===== src/rtl/packet_loss_window_ctrl.sv =====
// ---------------------------------------------------------------------------
// packet_loss_window_ctrl
//
// Measurement-window controller for the four-lane packet loss counter bank.
// A timer counts fixed windows of WINDOW_CYCLES clocks. At each window end
// the packed lane counts are captured, the counter bank is cleared with a
// one-cycle pulse, and a per-window report is published: snapshot, per-lane
// saturating running totals, per-lane threshold alarms and a completed-window
// count.
//
// Window sequence: IDLE -> COUNT (WINDOW_CYCLES cycles) -> CAPTURE -> CLEAR
// -> REPORT -> COUNT ... ; a drop of enable during COUNT aborts to IDLE.
//
// Build option:
//   STICKY_ALARM_EN  when defined, alarm bits are set-only and cleared only
//                    by clear_totals or reset_n; otherwise each report
//                    rewrites the alarm vector.
//
// Ports:
//   clk               system clock
//   reset_n           asynchronous active-low reset
//   enable            level, 1 = run windows, 0 = idle
//   clear_totals      sync pulse, zeroes totals, window_count (and sticky alarms)
//   error_count[31:0] packed lane counts, lane i = bits [8i+7:8i]
//   en_reset_counter  one-cycle clear pulse to the counter bank
//   snapshot[31:0]    error_count captured at the last window end
//   snapshot_valid    one-cycle pulse, snapshot/totals/alarm/window_count
//                     hold the new report values in this cycle
//   alarm[3:0]        per-lane threshold alarm
//   window_count[15:0] completed windows, wraps 0xFFFF -> 0
//   rd_sel[1:0]       lane select for rd_total
//   rd_total          combinational read of the running total of lane rd_sel
// ---------------------------------------------------------------------------
module packet_loss_window_ctrl #(
    parameter logic [31:0] WINDOW_CYCLES = 32'd27000000,
    parameter int          TOTAL_W       = 16,
    parameter logic [7:0]  ALARM_THRESH  = 8'd8
) (
    input  logic               clk,
    input  logic               reset_n,
    input  logic               enable,
    input  logic               clear_totals,
    input  logic [31:0]        error_count,
    output logic               en_reset_counter,
    output logic [31:0]        snapshot,
    output logic               snapshot_valid,
    output logic [3:0]         alarm,
    output logic [15:0]        window_count,
    input  logic [1:0]         rd_sel,
    output logic [TOTAL_W-1:0] rd_total
);

    typedef enum logic [2:0] {
        ST_IDLE    = 3'd0,
        ST_COUNT   = 3'd1,
        ST_CAPTURE = 3'd2,
        ST_CLEAR   = 3'd3,
        ST_REPORT  = 3'd4
    } state_e;

    localparam logic [31:0] LAST_TICK = WINDOW_CYCLES - 32'd1;

    state_e               state_q, state_d;
    logic [31:0]          timer_q, timer_d;
    logic                 en_reset_counter_q, en_reset_counter_d;
    logic [31:0]          snapshot_q, snapshot_d;
    logic                 snapshot_valid_q, snapshot_valid_d;
    logic [3:0]           alarm_q, alarm_d;
    logic [15:0]          window_count_q, window_count_d;
    logic [TOTAL_W-1:0]   total_q [4];
    logic [TOTAL_W-1:0]   total_d [4];
    logic                 report_upd_s;
    logic [3:0]           lane_hit_s;

    // Zero-extended lane add into a running total, clamped at all-ones.
    function automatic logic [TOTAL_W-1:0] sat_add(
        input logic [TOTAL_W-1:0] acc,
        input logic [7:0]         lane
    );
        logic [TOTAL_W:0] sum;
        sum = {1'b0, acc} + {{(TOTAL_W-7){1'b0}}, lane};
        if (sum[TOTAL_W]) begin
            sat_add = {TOTAL_W{1'b1}};
        end else begin
            sat_add = sum[TOTAL_W-1:0];
        end
    endfunction

    // Next-state and window timer.
    always_comb begin
        state_d = state_q;
        timer_d = timer_q;
        case (state_q)
            ST_IDLE: begin
                timer_d = 32'd0;
                if (enable) begin
                    state_d = ST_COUNT;
                end else begin
                    state_d = ST_IDLE;
                end
            end
            ST_COUNT: begin
                // An abort takes priority over a window end in the same cycle.
                if (!enable) begin
                    state_d = ST_IDLE;
                    timer_d = 32'd0;
                end else if (timer_q == LAST_TICK) begin
                    state_d = ST_CAPTURE;
                    timer_d = 32'd0;
                end else begin
                    state_d = ST_COUNT;
                    timer_d = timer_q + 32'd1;
                end
            end
            ST_CAPTURE: begin
                state_d = ST_CLEAR;
                timer_d = 32'd0;
            end
            ST_CLEAR: begin
                state_d = ST_REPORT;
                timer_d = 32'd0;
            end
            ST_REPORT: begin
                timer_d = 32'd0;
                if (enable) begin
                    state_d = ST_COUNT;
                end else begin
                    state_d = ST_IDLE;
                end
            end
            default: begin
                state_d = ST_IDLE;
                timer_d = 32'd0;
            end
        endcase
    end

    // Registered outputs: each one is computed for the state being entered,
    // so the pulse and the report values appear in that state's cycle.
    always_comb begin
        en_reset_counter_d = (state_q == ST_CAPTURE);
        snapshot_valid_d   = (state_q == ST_CLEAR);
        if (state_q == ST_CAPTURE) begin
            snapshot_d = error_count;
        end else begin
            snapshot_d = snapshot_q;
        end
    end

    // The report is committed on the edge entering REPORT, from the snapshot
    // taken one cycle earlier.
    assign report_upd_s = (state_q == ST_CLEAR);

    // Per-lane threshold hits of the captured snapshot.
    always_comb begin
        lane_hit_s = 4'b0000;
        for (int i = 0; i < 4; i++) begin
            lane_hit_s[i] = (snapshot_q[8*i +: 8] >= ALARM_THRESH);
        end
    end

    // Running totals and window count; clear_totals beats a coincident report.
    always_comb begin
        for (int i = 0; i < 4; i++) begin
            if (clear_totals) begin
                total_d[i] = {TOTAL_W{1'b0}};
            end else if (report_upd_s) begin
                total_d[i] = sat_add(total_q[i], snapshot_q[8*i +: 8]);
            end else begin
                total_d[i] = total_q[i];
            end
        end
        if (clear_totals) begin
            window_count_d = 16'd0;
        end else if (report_upd_s) begin
            window_count_d = window_count_q + 16'd1;
        end else begin
            window_count_d = window_count_q;
        end
    end

`ifdef STICKY_ALARM_EN
    // Set-only alarms; only clear_totals (or reset) drops them.
    always_comb begin
        if (clear_totals) begin
            alarm_d = 4'b0000;
        end else if (report_upd_s) begin
            alarm_d = alarm_q | lane_hit_s;
        end else begin
            alarm_d = alarm_q;
        end
    end
`else
    // Alarms reflect the most recent window only.
    always_comb begin
        if (report_upd_s) begin
            alarm_d = lane_hit_s;
        end else begin
            alarm_d = alarm_q;
        end
    end
`endif

    // State, timer and output registers.
    always_ff @(posedge clk or negedge reset_n) begin
        if (!reset_n) begin
            state_q            <= ST_IDLE;
            timer_q            <= 32'd0;
            en_reset_counter_q <= 1'b0;
            snapshot_q         <= 32'd0;
            snapshot_valid_q   <= 1'b0;
            alarm_q            <= 4'b0000;
            window_count_q     <= 16'd0;
            for (int i = 0; i < 4; i++) begin
                total_q[i] <= {TOTAL_W{1'b0}};
            end
        end else begin
            state_q            <= state_d;
            timer_q            <= timer_d;
            en_reset_counter_q <= en_reset_counter_d;
            snapshot_q         <= snapshot_d;
            snapshot_valid_q   <= snapshot_valid_d;
            alarm_q            <= alarm_d;
            window_count_q     <= window_count_d;
            for (int i = 0; i < 4; i++) begin
                total_q[i] <= total_d[i];
            end
        end
    end

    assign en_reset_counter = en_reset_counter_q;
    assign snapshot         = snapshot_q;
    assign snapshot_valid   = snapshot_valid_q;
    assign alarm            = alarm_q;
    assign window_count     = window_count_q;
    assign rd_total         = total_q[rd_sel];

endmodule


===== config.mk =====
export PLATFORM = sky130hd
export DESIGN_NAME = packet_loss_window_ctrl
export DESIGN_NICKNAME = d
export VERILOG_FILES = /design/src/rtl/packet_loss_window_ctrl.sv
export SDC_FILE = /design/constraint.sdc
export NUM_CORES = 1
export LEC_CHECK = 0
export ABC_AREA = 1
export BUFFER_PORTS_ARGS = -buffer_cell sky130_fd_sc_hd__buf_2
export CAP_MARGIN = 20
export CORE_MARGIN = 1
export CORE_UTILIZATION = 40
export CTS_BUF_LIST = sky130_fd_sc_hd__clkbuf_8
export DETAILED_ROUTE_END_ITERATION = 8
export PLACE_DENSITY = 0.63
export SLEW_MARGIN = 5
export SYNTH_ARGS = -nofsm -noshare
export SYNTH_HDL_FRONTEND = slang
export SYNTH_SLANG_ARGS = --single-unit
export TNS_END_PERCENT = 30

===== constraint.sdc =====
create_clock -name clk -period 2.35 [get_ports clk]
set_clock_uncertainty 0.15 [all_clocks]
set_input_delay 0.5875 -clock clk [delete_from_list [all_inputs] [get_ports clk]]
set_output_delay 0.5875 -clock clk [all_outputs]
set_load 0.01 [all_outputs]

==> summary.md <==
| Metric | Value |
|---|---|
| Status | complete, no violations |
| GPL Wtd Cong | about 0.9 |
| Filler cells | 2526 |
| Comb pwr share | 6.0% |
| Final hold viol count | 0 |
| Crit path DAT | roughly 1.6 ns |
| Worst slew margin | 59.8% |
| WL/cell | 15.0 microns |
| Critical Path Start | total_q[26] |
| DRT antenna net count | 0 |
| Setup TNS | 0 ns |
| Site Rows | between 50 and 60 |
| Tmin final | 2.29 ns |
| Final period util | 97.4% |
| Mapped Cells | 1496 |
| Sink Count | 153 |
| CP cell instances | o21ai_0 -> o22ai_1 -> buf_2 |
| Tot Pwr | 4.81 mW |
| Largest net degree at the start of global routing | 52 |
| Overflow after GRT | 0 |
| Kind of critical path | reg2out |
| Synth warn | 0 |
| Die span in y | 160 microns |
| #FFs+latches synth | between 150 and 200 |
| P&R area growth vs syn | 15.6% |
| Slew Limit Fails | 0 |
| Die ar. | 0.0257 sq mm |
| H-tree depth | 4 |
| RR Startpoint | snapshot[8] |
| Crit-path leading delay family | flip-flops |
| Post-DP Area | 0.0112 sq mm |
| Share of cells above drive strength 1 | 13.5% |
| CTS clk-pin slew, worst paths | about 0.1 ns |
| CTS Root Buffer Type | clkbuf_8 |
| Starting Density | 41.0% |
| Port Buf Inserts | between 100 and 150 |
| Drt first pass iters | 5 |
| Crit-path max cell delay | approximately 0.48 ns |
| Hold Path Origin | error_count[10] |
| Commonest non-fill, non-tap cell in the layout | nand2_1 |
| First-pass GRT wire length | 48100 microns |
| Max_cap viols | 0 |
| Setup WS post-layout | 0.0609 ns |
| Buf/Inv on CP | 1 |
| Cell Area, Synth | 0.0100 sq mm |
| Vias in the first global route | 9486 |
| Worst EP required | 1.61 ns |
| Syn_nets | about 1600 |
| Fmax | 0.437 GHz |
| P_leak | 5.84 nW |
| Pint | 3.49 mW |
| CTS tree | built |
| Max VDD drop | 0.000283 V |
| Initial antenna violation count | 0 |
| Actual slew at the worst max-slew pin | 0.603 ns |
| Vias | 10100 |
| Clk_lat worst skew | roughly 0.47 ns |
| Sw Share | between 20 and 30% |
| # diodes | 0 |
| Worst slack, placed | about 0.052 ns |
| Clock share of power | 39.0% |
| Synth cell types | 38 |
| Reg power frac | a little over half |
| CTS buffer count | 17 |
| Nets | 1698 |
| RSZ-0062 raised after global routing | true |
| Finish-stage setup viols | 0 |
| P_sw | 1.32 mW |
| Post-DR vias/cell | 5.13 |
| Post-layout util | a little under half |
| Multi-input gate area | 0.00542 sq mm |
| HP Class | in2reg |
| Gr usage total | 23.6% |
| Slowest CP cell | dfrtp_1 |
| Worst setup EP type | primary output |
| I/O pins | roughly 110 |
| P per Cell Area | between 400 and 500 mW/mm^2 |
| Worst Path Max Fanout | 6 |
| Final instance area | 0.0116 sq mm |
| Syn Area/Cell | 6.71 sq um |
| Post-Route WL | 29500 microns |
| Register area | roughly 0.0038 sq mm |
| Commonest cells after routing, fill and taps aside | 550 x nand2_1, 169 x inv_1, 150 x dfrtp_1 |
| Deepest clock path buffer count | 2 |
| Post-synthesis sequential area ratio | between 30% and 40% |
| Core area | about 0.024 sq mm |
| CP startpoint kind | flop |
| Remaining DRCs | 0 |
| Horiz. Die Dim | 160 microns |
| Detailed Place HPWL | 21900 microns |
| Initial DRC count | 772 |
-- what timing repair did --
item / CTS / global route
hold buffers: 1 / 0
cloned: 0 / 0
endpoints found under the setup margin: 5 / 33
gates resized for setup: 5 / 19
pin swaps: 0 / 1
setup buffers: 0 / 3
endpoints found under the hold margin: 40 / 0
-- area by class of cell --
cell class,count,share of cell area [%]
Timing Repair Buffer,147,8.04
Inverter,175,5.69
Multi-Input combinational cell,1128,46.7
Tap cell,324,3.50
Clock buffer,18,2.14
Sequential cell,153,33.0
Clock inverter,14,0.863
-- flip-flops by register name, indices dropped and copies added, names as in the netlist --
name / cells
alarm: 4
state_q: 3
snapshot_valid: 1
snapshot: 32
total_q: 64
window_count: 16
en_reset_counter: 1
timer_q: 32
-- cells by family (layout without fill, tap and decap cells) --
| family | after synthesis | in the layout | share of synthesized area [%] |
|---|---|---|---|
| buffers and inverters | 215 | 354 | 8.25 |
| DFF | 153 | 153 | 38.2 |
| adders and majority gates | 38 | 38 | 5.04 |
| and+or+nand+nor | 920 | 920 | 38.8 |
| AOI/OAI and AO/OA | 149 | 149 | 7.92 |
| xor gates and xnor gates | 21 | 21 | 1.83 |
-- power by group through the flow --
stage               clock [mW]  combinational, mW  sequential (mW)
finish                    1.88              0.291             2.64
global route              2.04              0.323             2.64
CTS                       1.93              0.295             2.64
detailed placement           0              0.292             2.69
global placement             0              0.292             2.69
floorplan                    0              0.117             2.69
-- path summary, 6_finish.rpt --
kind	end	slack (ns)	cells past startpoint
max in group asynchronous	total_q[50]	0.89	3
setup reg to reg	total_q[42]	0.15	12
hold reg to reg	timer_q[0]	0.35	1
min in group asynchronous	timer_q[30]	0.47	2
setup / recovery	rd_total[10]	0.06	3
hold / removal	snapshot[10]	0.16	3
-- synth_stat cells, drive strengths merged --
| cell | number | share of area, % |
|---|---|---|
| dfrtp | 153 | 38 |
| inv | 173 | 6.5 |
| nor4 | 5 | 0.31 |
| nand4 | 30 | 1.9 |
| clkinv | 2 | 0.075 |
| xor2 | 17 | 1.5 |
| nand3 | 127 | 6.5 |
| or2 | 10 | 0.62 |
| a21oi | 53 | 2.6 |
| nand3b | 4 | 0.30 |
| clkbuf | 27 | 1.0 |
| o21bai | 3 | 0.22 |
| o22ai | 10 | 0.62 |
| fa | 4 | 0.80 |
| o31ai | 2 | 0.15 |
| ha | 34 | 4.2 |
| xnor2 | 4 | 0.35 |
| nor3 | 39 | 2.1 |
| nor3b | 2 | 0.15 |
| and2 | 4 | 0.25 |
| o211ai | 4 | 0.30 |
| a21o | 1 | 0.075 |
| nand2 | 556 | 21 |
| buf | 13 | 0.66 |
| nor2 | 143 | 5.8 |
| o21ai | 67 | 3.3 |
| a31oi | 9 | 0.56 |
-- worst register-to-register path, stage by stage, from the launching register on --
cell and delay, ns:
dfrtp_1 0.41, ha_1 0.23, fa_1 0.38, nand2_1 0.09, nand3_1 0.10, nand3_1 0.12
nand2_2 0.12, buf_4 0.18, nand2_1 0.06, or2_2 0.10, nand2_1 0.05, nand2_1 0.05
nand2_1 0.05
-- per-layer routing --
layer | vias to the layer above | track usage (%) | share of wire [%]
met5 | - | 0 | 0
met4 | 0 | 9.87 | 3.5
met3 | 61 | 3.69 | 4.3
met2 | 266 | 39.2 | 47
met1 | 4679 | 30.4 | 46
li1 | 5045 | - | -
-- per-stage QoR --
stage	hold slack, ns	instances
finish	0.156	1959
CTS	0.131	1956
global placement	0.335	1923
floorplan	0.142	1496
global route	0.142	1959
detailed placement	0.341	1923
No activity file was read; power rests on OpenSTA's default activity.
